$ cat src/rtl/param_counter.sv
// Parameterised up/down counter with a prescaler, wrap or saturate at the
// boundaries, a terminal-count pulse and a sticky overflow flag.
// The count range is 0..limit. A load strobe overrides all counting.
module param_counter #(
    parameter int WIDTH = 64,
    parameter int PW    = 8
) (
    input  logic             clk,
    input  logic             reset,
    input  logic             en,
    input  logic             dir,
    input  logic             load,
    input  logic [WIDTH-1:0] load_val,
    input  logic [WIDTH-1:0] limit,
    input  logic             sat,
    input  logic [PW-1:0]    presc,
    input  logic             ovf_clr,
    output logic [WIDTH-1:0] out,
    output logic             tc,
    output logic             ovf_flag
);

    logic [PW-1:0]    pcnt;
    logic             tick;
    logic             at_up;
    logic             at_down;
    logic             boundary_tick;
    logic [WIDTH-1:0] next_count;

    // A value above limit (reachable through load) counts as the up boundary.
    assign at_up   = (out >= limit);
    assign at_down = (out == '0);

    // Load suppresses the tick entirely, so it also suppresses tc and ovf.
    assign tick          = en && !load && (pcnt >= presc);
    assign boundary_tick = tick && (dir ? at_up : at_down);

    // Next count value for a tick, covering stepping, wrapping and saturation
    always_comb begin
        next_count = out;
        if (dir) begin
            if (at_up)
                next_count = sat ? limit : '0;
            else
                next_count = out + 1'b1;
        end else begin
            if (at_down)
                next_count = sat ? '0 : limit;
            else
                next_count = out - 1'b1;
        end
    end

    // Prescaler: counts enabled cycles and restarts on every tick or load
    always_ff @(posedge clk or posedge reset) begin
        if (reset)
            pcnt <= '0;
        else if (load)
            pcnt <= '0;
        else if (tick)
            pcnt <= '0;
        else if (en)
            pcnt <= pcnt + 1'b1;
    end

    // Count register: load wins, otherwise advance only on a prescaler tick
    always_ff @(posedge clk or posedge reset) begin
        if (reset)
            out <= '0;
        else if (load)
            out <= load_val;
        else if (tick)
            out <= next_count;
    end

    // Terminal-count pulse for every tick taken at a boundary
    always_ff @(posedge clk or posedge reset) begin
        if (reset)
            tc <= 1'b0;
        else
            tc <= boundary_tick;
    end

    // Sticky overflow on a wrap; a new wrap beats a simultaneous clear
    always_ff @(posedge clk or posedge reset) begin
        if (reset)
            ovf_flag <= 1'b0;
        else if (boundary_tick && !sat)
            ovf_flag <= 1'b1;
        else if (ovf_clr)
            ovf_flag <= 1'b0;
    end

endmodule

$ cat config.mk
export PLATFORM = sky130hd
export DESIGN_NAME = param_counter
export DESIGN_NICKNAME = d
export VERILOG_FILES = /design/src/rtl/param_counter.sv
export SDC_FILE = /design/constraint.sdc
export NUM_CORES = 1
export LEC_CHECK = 0
export ABC_AREA = 1
export CAP_MARGIN = 20
export CORE_UTILIZATION = 35
export DETAILED_ROUTE_END_ITERATION = 8
export HOLD_SLACK_MARGIN = 0.05
export MAX_ROUTING_LAYER = met4
export PLACE_DENSITY_LB_ADDON = 0.2
export SYNTH_ARGS = -nofsm -noshare
export SYNTH_HDL_FRONTEND = slang
export SYNTH_SLANG_ARGS = --single-unit
$ cat constraint.sdc
create_clock -name clk -period 7.2 [get_ports clk]
set_clock_uncertainty 0.2 [all_clocks]
set_input_delay 1.44 -clock clk [delete_from_list [all_inputs] [get_ports clk]]
set_output_delay 1.44 -clock clk [all_outputs]
set_load 0.01 [all_outputs]
==> metrics.cfg, run 1 <==
[placement]
gp_congestion=1.02
dp_hpwl_mm=47.6
io_buffers=208

[worst_setup_path]
crit_path_cell_trace=clkdlybuf4s50_1 -> inv_1 -> ha_1 -> a21oi_1 -> o21ai_0 -> nor2_1 -> nand2_1 -> nor2_4 -> buf_4 -> nand3_1 -> nand2_1 -> nor2_1 -> nand2_1 -> o21ai_0
crit_fanout=64
path_buf_inv=3
critical_path.slowest_cell=buf_4
reg2reg_from=out[7]$_DFFE_PP0P_
crit_path_end_kind=flop
cp_common_cell=nand2_1
worstSetupStartpoint=limit[63]
worstPathArrival_ps=4870
start_kind=input port
slowest_delay_ps=620
crit_type=in2reg
required_ps=7260
path_delay_family=simple AND/OR/NAND/NOR gates

[drt]
post-route-drc-count=0
first_pass_iters=6
ant_nets=0
drt_first_iter_violations=1462
dr_total_vias=14751
viasPerCell=5.36
wl_per_cell_um=22.0
drt_wl_total_mm=60.5

[grt]
overflow=0
antenna_found_initial=0
first_global_vias=14171
track_usage_pct=35.3
grt_pass1_wl_mm=90.9
grt_start_max_net_pins=65

[clock_tree]
ctsHoldBuffers=0
clockBufferDepth=2
path_clk_slew_ps=70
ctsResizeCount=0
clock_tree.root_cell=clkbuf_16
postCtsSetupRepairBufs=0
clock_sinks=74
insertion_delay_ps=390
cts-buffers-inserted=9
htree_levels=3
cts_tree=yes

[logic_synthesis]
synth_top_area_share_pct=22.0
syn-cell-area_um2=12200
yosysMostFrequentCell=nand2_1
synth.area.top_cells=nand2_1 (22%), dfrtp_1 (15%), nor2_1 (10%)
synth.ff_latch_count=74
syn_nets=2391
synth_flop_cell=dfrtp_1
syn_area_per_cell_um2=5.60
async_reset_ff_share_pct=100
synth-edff-count=0
yosys.area.top_type=nand2_1
synth_top_cells_by_count=nand2_1 (713), nor2_1 (334), inv_1 (208)
yosys_warnings=0
synth_seq_area_share_pct=15.2
ys_types=44
synthCells=2172

[floorplanning]
die_y_um=188
coreArea_um2=33900
die_area_um2=35500
rows=67
io_pins=209
die_w_um=188
initial_core_util_pct=35.9

[timing]
tightest_slew_ps=911
fin_tns_setup_ps=0
rsz0062_at_grt=false
hold_violations=0
relSlewSlack_pct=38.9
fin_crit_sh_pct=66.8
post-route-min-period_ps=4810
fmax_ghz=0.208
fin_hold_ws_ps=362
finalMaxSlewViolations=0
setup_viol=0

[power_and_ir_drop]
p_switching_w=0.00104
p_per_area_nw_per_um2=153
swShare_pct=46.8
p_leak_nw=6.73
seqPwrFrac_pct=28.7
vdd_ir_drop_max_mv=0.124
p_comb_share_pct=48.2
p_int_w=0.00119
clkPwrFrac_pct=23.1

[run]
maxCapViolations=0

[layout]
diodes=0
area_delta_synth_final_pct=20.2
nNetsFinal=2520
layout-drive-gt1-share_pct=6.29

[hold_path]
hold_class=reg2reg
hp-start=ovf_flag$_DFFE_PP0P_

[outcome]
outcome=finished, final reports clean

==> state kept, by name, indices dropped and copies added (netlist names) <==
signal    count
out          64
tc            1
pcnt          8
ovf_flag      1
==> placed cells by master (no fill, tap or decap), types with 22 or more instances in the layout <==
cell type,instances
xnor2_1,22
a21oi_1,84
clkdlybuf4s50_1,205
xor2_1,72
inv_1,206
o21ai_1,29
dfrtp_1,74
nor2_2,27
nand2_1,710
or2_2,31
nand3_1,202
nand4_1,26
nor2_1,333
o21ai_0,55
ha_1,76
==> tightest hold or removal path: cells and delay by family (launching register included) <==
kind	cells	cell delay, ps
AOI/OAI and AO/OA	1	70
DFF	1	390
buffers and inverters	1	60
==> cell type report <==
type | count | area [um^2]
Multi-Input combinational cell | 1774 | 8900
Fill cell | 3736 | 19200
Inverter | 219 | 823
Clock inverter | 7 | 83.8
Tap cell | 448 | 561
Timing Repair Buffer | 223 | 2190
Sequential cell | 74 | 1850
Clock buffer | 9 | 225
==> metal layers <==
layer | vias up | global-route usage, % | wire, um
met5 | - | - | 0
met2 | 622 | 54.8 | 27000
met3 | 67 | 4.54 | 4170
li1 | 7109 | - | -
met4 | 0 | 10.7 | 1770
met1 | 6953 | 47.5 | 27500
==> power groups by stage <==
stage	Combinational, W	Clock, W	Sequential, W
floorplan	0.000723	0	0.000567
global placement	0.00104	0	0.000644
detailed placement	0.00106	0	0.000645
CTS	0.00107	0.000527	0.000637
global route	0.00120	0.000536	0.000653
finish	0.00108	0.000515	0.000640
==> worst paths after layout <==
| check | end | slack [ps] | cells past startpoint |
|---|---|---|---|
| min in group asynchronous | out[26]$_DFFE_PP0P_ | 1240 | 2 |
| worst min register to register | ovf_flag$_DFFE_PP0P_ | 360 | 2 |
| max in group asynchronous | out[58]$_DFFE_PP0P_ | 4480 | 3 |
| worst max-delay path | ovf_flag$_DFFE_PP0P_ | 2390 | 14 |
| worst min-delay path | ovf_flag$_DFFE_PP0P_ | 360 | 2 |
| worst max register to register | ovf_flag$_DFFE_PP0P_ | 3430 | 15 |
==> cells by family after synthesis <==
family,count (synthesis),share of synthesized area [%]
AO/OA/AOI/OAI,191,8.19
XOR/XNOR,94,6.76
adder cells (fa/ha/maj),76,7.81
buffers and inverters,324,11.8
flip-flops,74,15.2
AND/OR/NAND/NOR,1413,50.2
==> through the flow <==
stage / setup slack [ps] / utilization (%) / std cells / power [W] / area, um^2
finish: 2390 / 43.2 / 2754 / 0.00223 / 14600
global route: 2110 / 43.2 / 2754 / 0.00239 / 14600
CTS: 2470 / 43.2 / 2754 / 0.00223 / 14600
detailed placement: 2070 / 42.3 / 2738 / 0.00170 / 14300
global placement: 1860 / 42.2 / 2737 / 0.00169 / 14300
floorplan: 3680 / - / 2172 / 0.00129 / 12200
Note: power is estimated with default switching activity, not from simulation.
==> inputs of run 2 (changes only) <==
- clock period: 7.2 -> 4.7 ns (I/O delays scaled with it)
==> run 2 against run 1 <==
  * Hold slack lost 31 ps
  * Clock power grew 73%
  * Combinational power grew 64%
  * Worst setup slack lost 2200 ps
  * Final cell count grew 1.0%
  * Die area is the same
  * Design area grew 2.0%
  * Highest routed layer unchanged
==> metrics.cfg, run 2 (same netlist as run 1, synthesis figures left out) <==
[outcome]
outcome=finished, final reports clean

[layout]
layout_commonest_cell=nand2_1
fillers=3824  ; +2.4%
top_regs=out (64), pcnt (8)
nNetsFinal=2548  ; +1.1%
final_util_pct=44.1  ; +0.85 points
area_delta_synth_final_pct=22.6
diodes=0  ; unchanged
layout-drive-gt1-share_pct=7.41  ; +1.1 points
layout_common_cells=nand2_1 (710), nor2_1 (333), inv_1 (206)
largest_reg_flops=64  ; unchanged
regMostFlops=out

[power_and_ir_drop]
swShare_pct=45.2  ; -1.5 points
p_switching_w=0.00162  ; +55%
p_int_w=0.00196  ; +65%
vdd_ir_drop_max_mv=0.177  ; +43%
p_leak_nw=6.90  ; +2.5%
p_per_area_nw_per_um2=240  ; +57%
clkPwrFrac_pct=24.9  ; +1.8 points
p_comb_share_pct=49.4  ; +1.2 points
seqPwrFrac_pct=25.6  ; -3.1 points

[worst_setup_path]
crit_path_cell_trace=clkdlybuf4s50_1 -> inv_1 -> ha_1 -> nand4_1 -> nor2_1 -> nand3_1 -> nor3_1 -> nand2_2 -> nand2_2 -> buf_4 -> o21ai_0 -> nand3_1 -> nand2_1 -> nand2_1 -> nand2_1
slowest_delay_ps=680  ; +60 ps
crit_type=in2reg
required_ps=4770  ; -2490 ps
reg2reg_depth=13  ; -2
worstSetupStartpoint=limit[61]
critical_path.slowest_cell=nor3_1
crit_end=out[44]$_DFFE_PP0P_
worstPathArrival_ps=4550  ; -320 ps
reg2reg_from=out[60]$_DFFE_PP0P_
path_delay_family=simple AND/OR/NAND/NOR gates
start_kind=input port
path_buf_inv=3  ; unchanged
crit_cells=15  ; +1
r2r_slack_ps=760  ; -2670 ps
crit_fanout=38  ; -41%
r2r-end=out[44]$_DFFE_PP0P_
crit_path_end_kind=flop
cp_common_cell=nand2_1

[clock_tree]
insertion_delay_ps=380  ; about the same
cts_tree=yes
clockBufferDepth=2  ; unchanged
htree_levels=3  ; unchanged
postCtsSetupRepairBufs=0  ; unchanged
clock_sinks=74  ; unchanged
ctsResizeCount=0  ; unchanged
ctsHoldBuffers=0  ; unchanged
path_clk_slew_ps=70  ; about the same
cts-buffers-inserted=9  ; unchanged
clock_tree.root_cell=clkbuf_16

[timing]
hold_violations=0  ; unchanged
fin_hold_ws_ps=332  ; -30.7 ps
fin_tns_setup_ps=0  ; unchanged
finalMaxSlewViolations=0  ; unchanged
rsz0062_at_grt=false
tightest_slew_ps=1080  ; +168 ps
setup_viol=0  ; unchanged
fmax_ghz=0.223
relSlewSlack_pct=28.1  ; -11 points
fin_crit_sh_pct=95.4
post-route-min-period_ps=4480

[grt]
grt_start_max_net_pins=65  ; unchanged
grt_pass1_wl_mm=92.5  ; +1.8%
antenna_found_initial=0  ; unchanged
track_usage_pct=36.3  ; +0.95 points
overflow=0  ; unchanged
first_global_vias=14255  ; +0.59%

[floorplanning]
io_pins=209  ; unchanged
initial_core_util_pct=35.9  ; unchanged
die_area_um2=35500  ; unchanged
die_w_um=188  ; unchanged
rows=67  ; unchanged
die_y_um=188  ; unchanged
coreArea_um2=33900  ; unchanged

[drt]
post-route-drc-count=0  ; unchanged
drt_first_iter_violations=1322  ; -9.6%
dr_total_vias=15079  ; +2.2%
viasPerCell=5.42  ; +1.2%
ant_nets=0  ; unchanged
wl_per_cell_um=22.6  ; +2.7%
drt_wl_total_mm=62.8  ; +3.8%
first_pass_iters=6  ; unchanged

[placement]
dp_hpwl_mm=49.8  ; +4.7%
io_buffers=208  ; unchanged
gp_congestion=1.04  ; +1.3%

[hold_path]
hold_class=reg2reg

[run]
maxCapViolations=0  ; unchanged

-- run 2: changes by cell type in the layout (fill, tap and decap cells not counted), sizes merged --
cell	delta
clkinv	+1
inv	-2
buf	+28
clkinvlp	-1
bufinv	+2
-- run 2: metrics by stage --
stage,worst slack (ps),instance area [um^2],instances,power [W]
global route,161,14900,2782,0.00381
detailed placement,2.58,14600,2766,0.00266
finish,218,14900,2782,0.00358
global placement,12.8,14600,2765,0.00264
floorplan,1680,12200,2172,0.00198
CTS,384,14900,2782,0.00356
-- run 2: worst min-delay path by stage --
stage / startpoint / end / slack [ps] / cells after the start
final: ovf_flag$_DFFE_PP0P_ / ovf_flag$_DFFE_PP0P_ / 330 / 2
after global routing: ovf_flag$_DFFE_PP0P_ / ovf_flag$_DFFE_PP0P_ / 380 / 2
after CTS: ovf_flag$_DFFE_PP0P_ / ovf_flag$_DFFE_PP0P_ / 330 / 2
after detailed placement: ovf_flag$_DFFE_PP0P_ / ovf_flag$_DFFE_PP0P_ / 320 / 2
after global placement: ovf_flag$_DFFE_PP0P_ / ovf_flag$_DFFE_PP0P_ / 310 / 2
after floorplan: pcnt[1]$_DFFE_PP0P_ / pcnt[1]$_DFFE_PP0P_ / 300 / 2
-- run 2: per-layer routing --
layer / track usage [%] / share of wire, %
met4: 12.2 / 3.1
met3: 5.16 / 7.4
met5: - / 0
met1: 48.4 / 45
met2: 55.9 / 44
-- run 2: final cells by class --
| type | instances | area (um^2) | share of cell area, % |
|---|---|---|---|
| Timing Repair Buffer | 251 | 2440 | 16.3 |
| Clock buffer | 9 | 225 | 1.51 |
| Tap cell | 448 | 561 | 3.76 |
| Clock inverter | 7 | 125 | 0.838 |
| Multi-Input combinational cell | 1774 | 8900 | 59.6 |
| Sequential cell | 74 | 1850 | 12.4 |
| Inverter | 219 | 823 | 5.52 |
-- run 2: power groups by stage --
stage	combinational [W]	clock (W)	sequential, W
3_3_place_gp	0.00171	0	0.000921
2_1_floorplan	0.00111	0	0.000868
4_1_cts	0.00175	0.000901	0.000912
3_5_place_dp	0.00174	0	0.000923
5_1_grt	0.00195	0.000924	0.000932
6_report	0.00177	0.000892	0.000917
-- run 2: worst register-to-register path, stage by stage, from the launching register on --
cell	delay, ps
dfrtp_1	540
ha_1	350
nand4_1	170
nor2_1	400
nand3_1	340
nor3_1	680
nand2_2	180
nand2_2	100
buf_4	400
o21ai_0	200
nand3_1	100
nand2_1	60
nand2_1	60
nand2_1	50
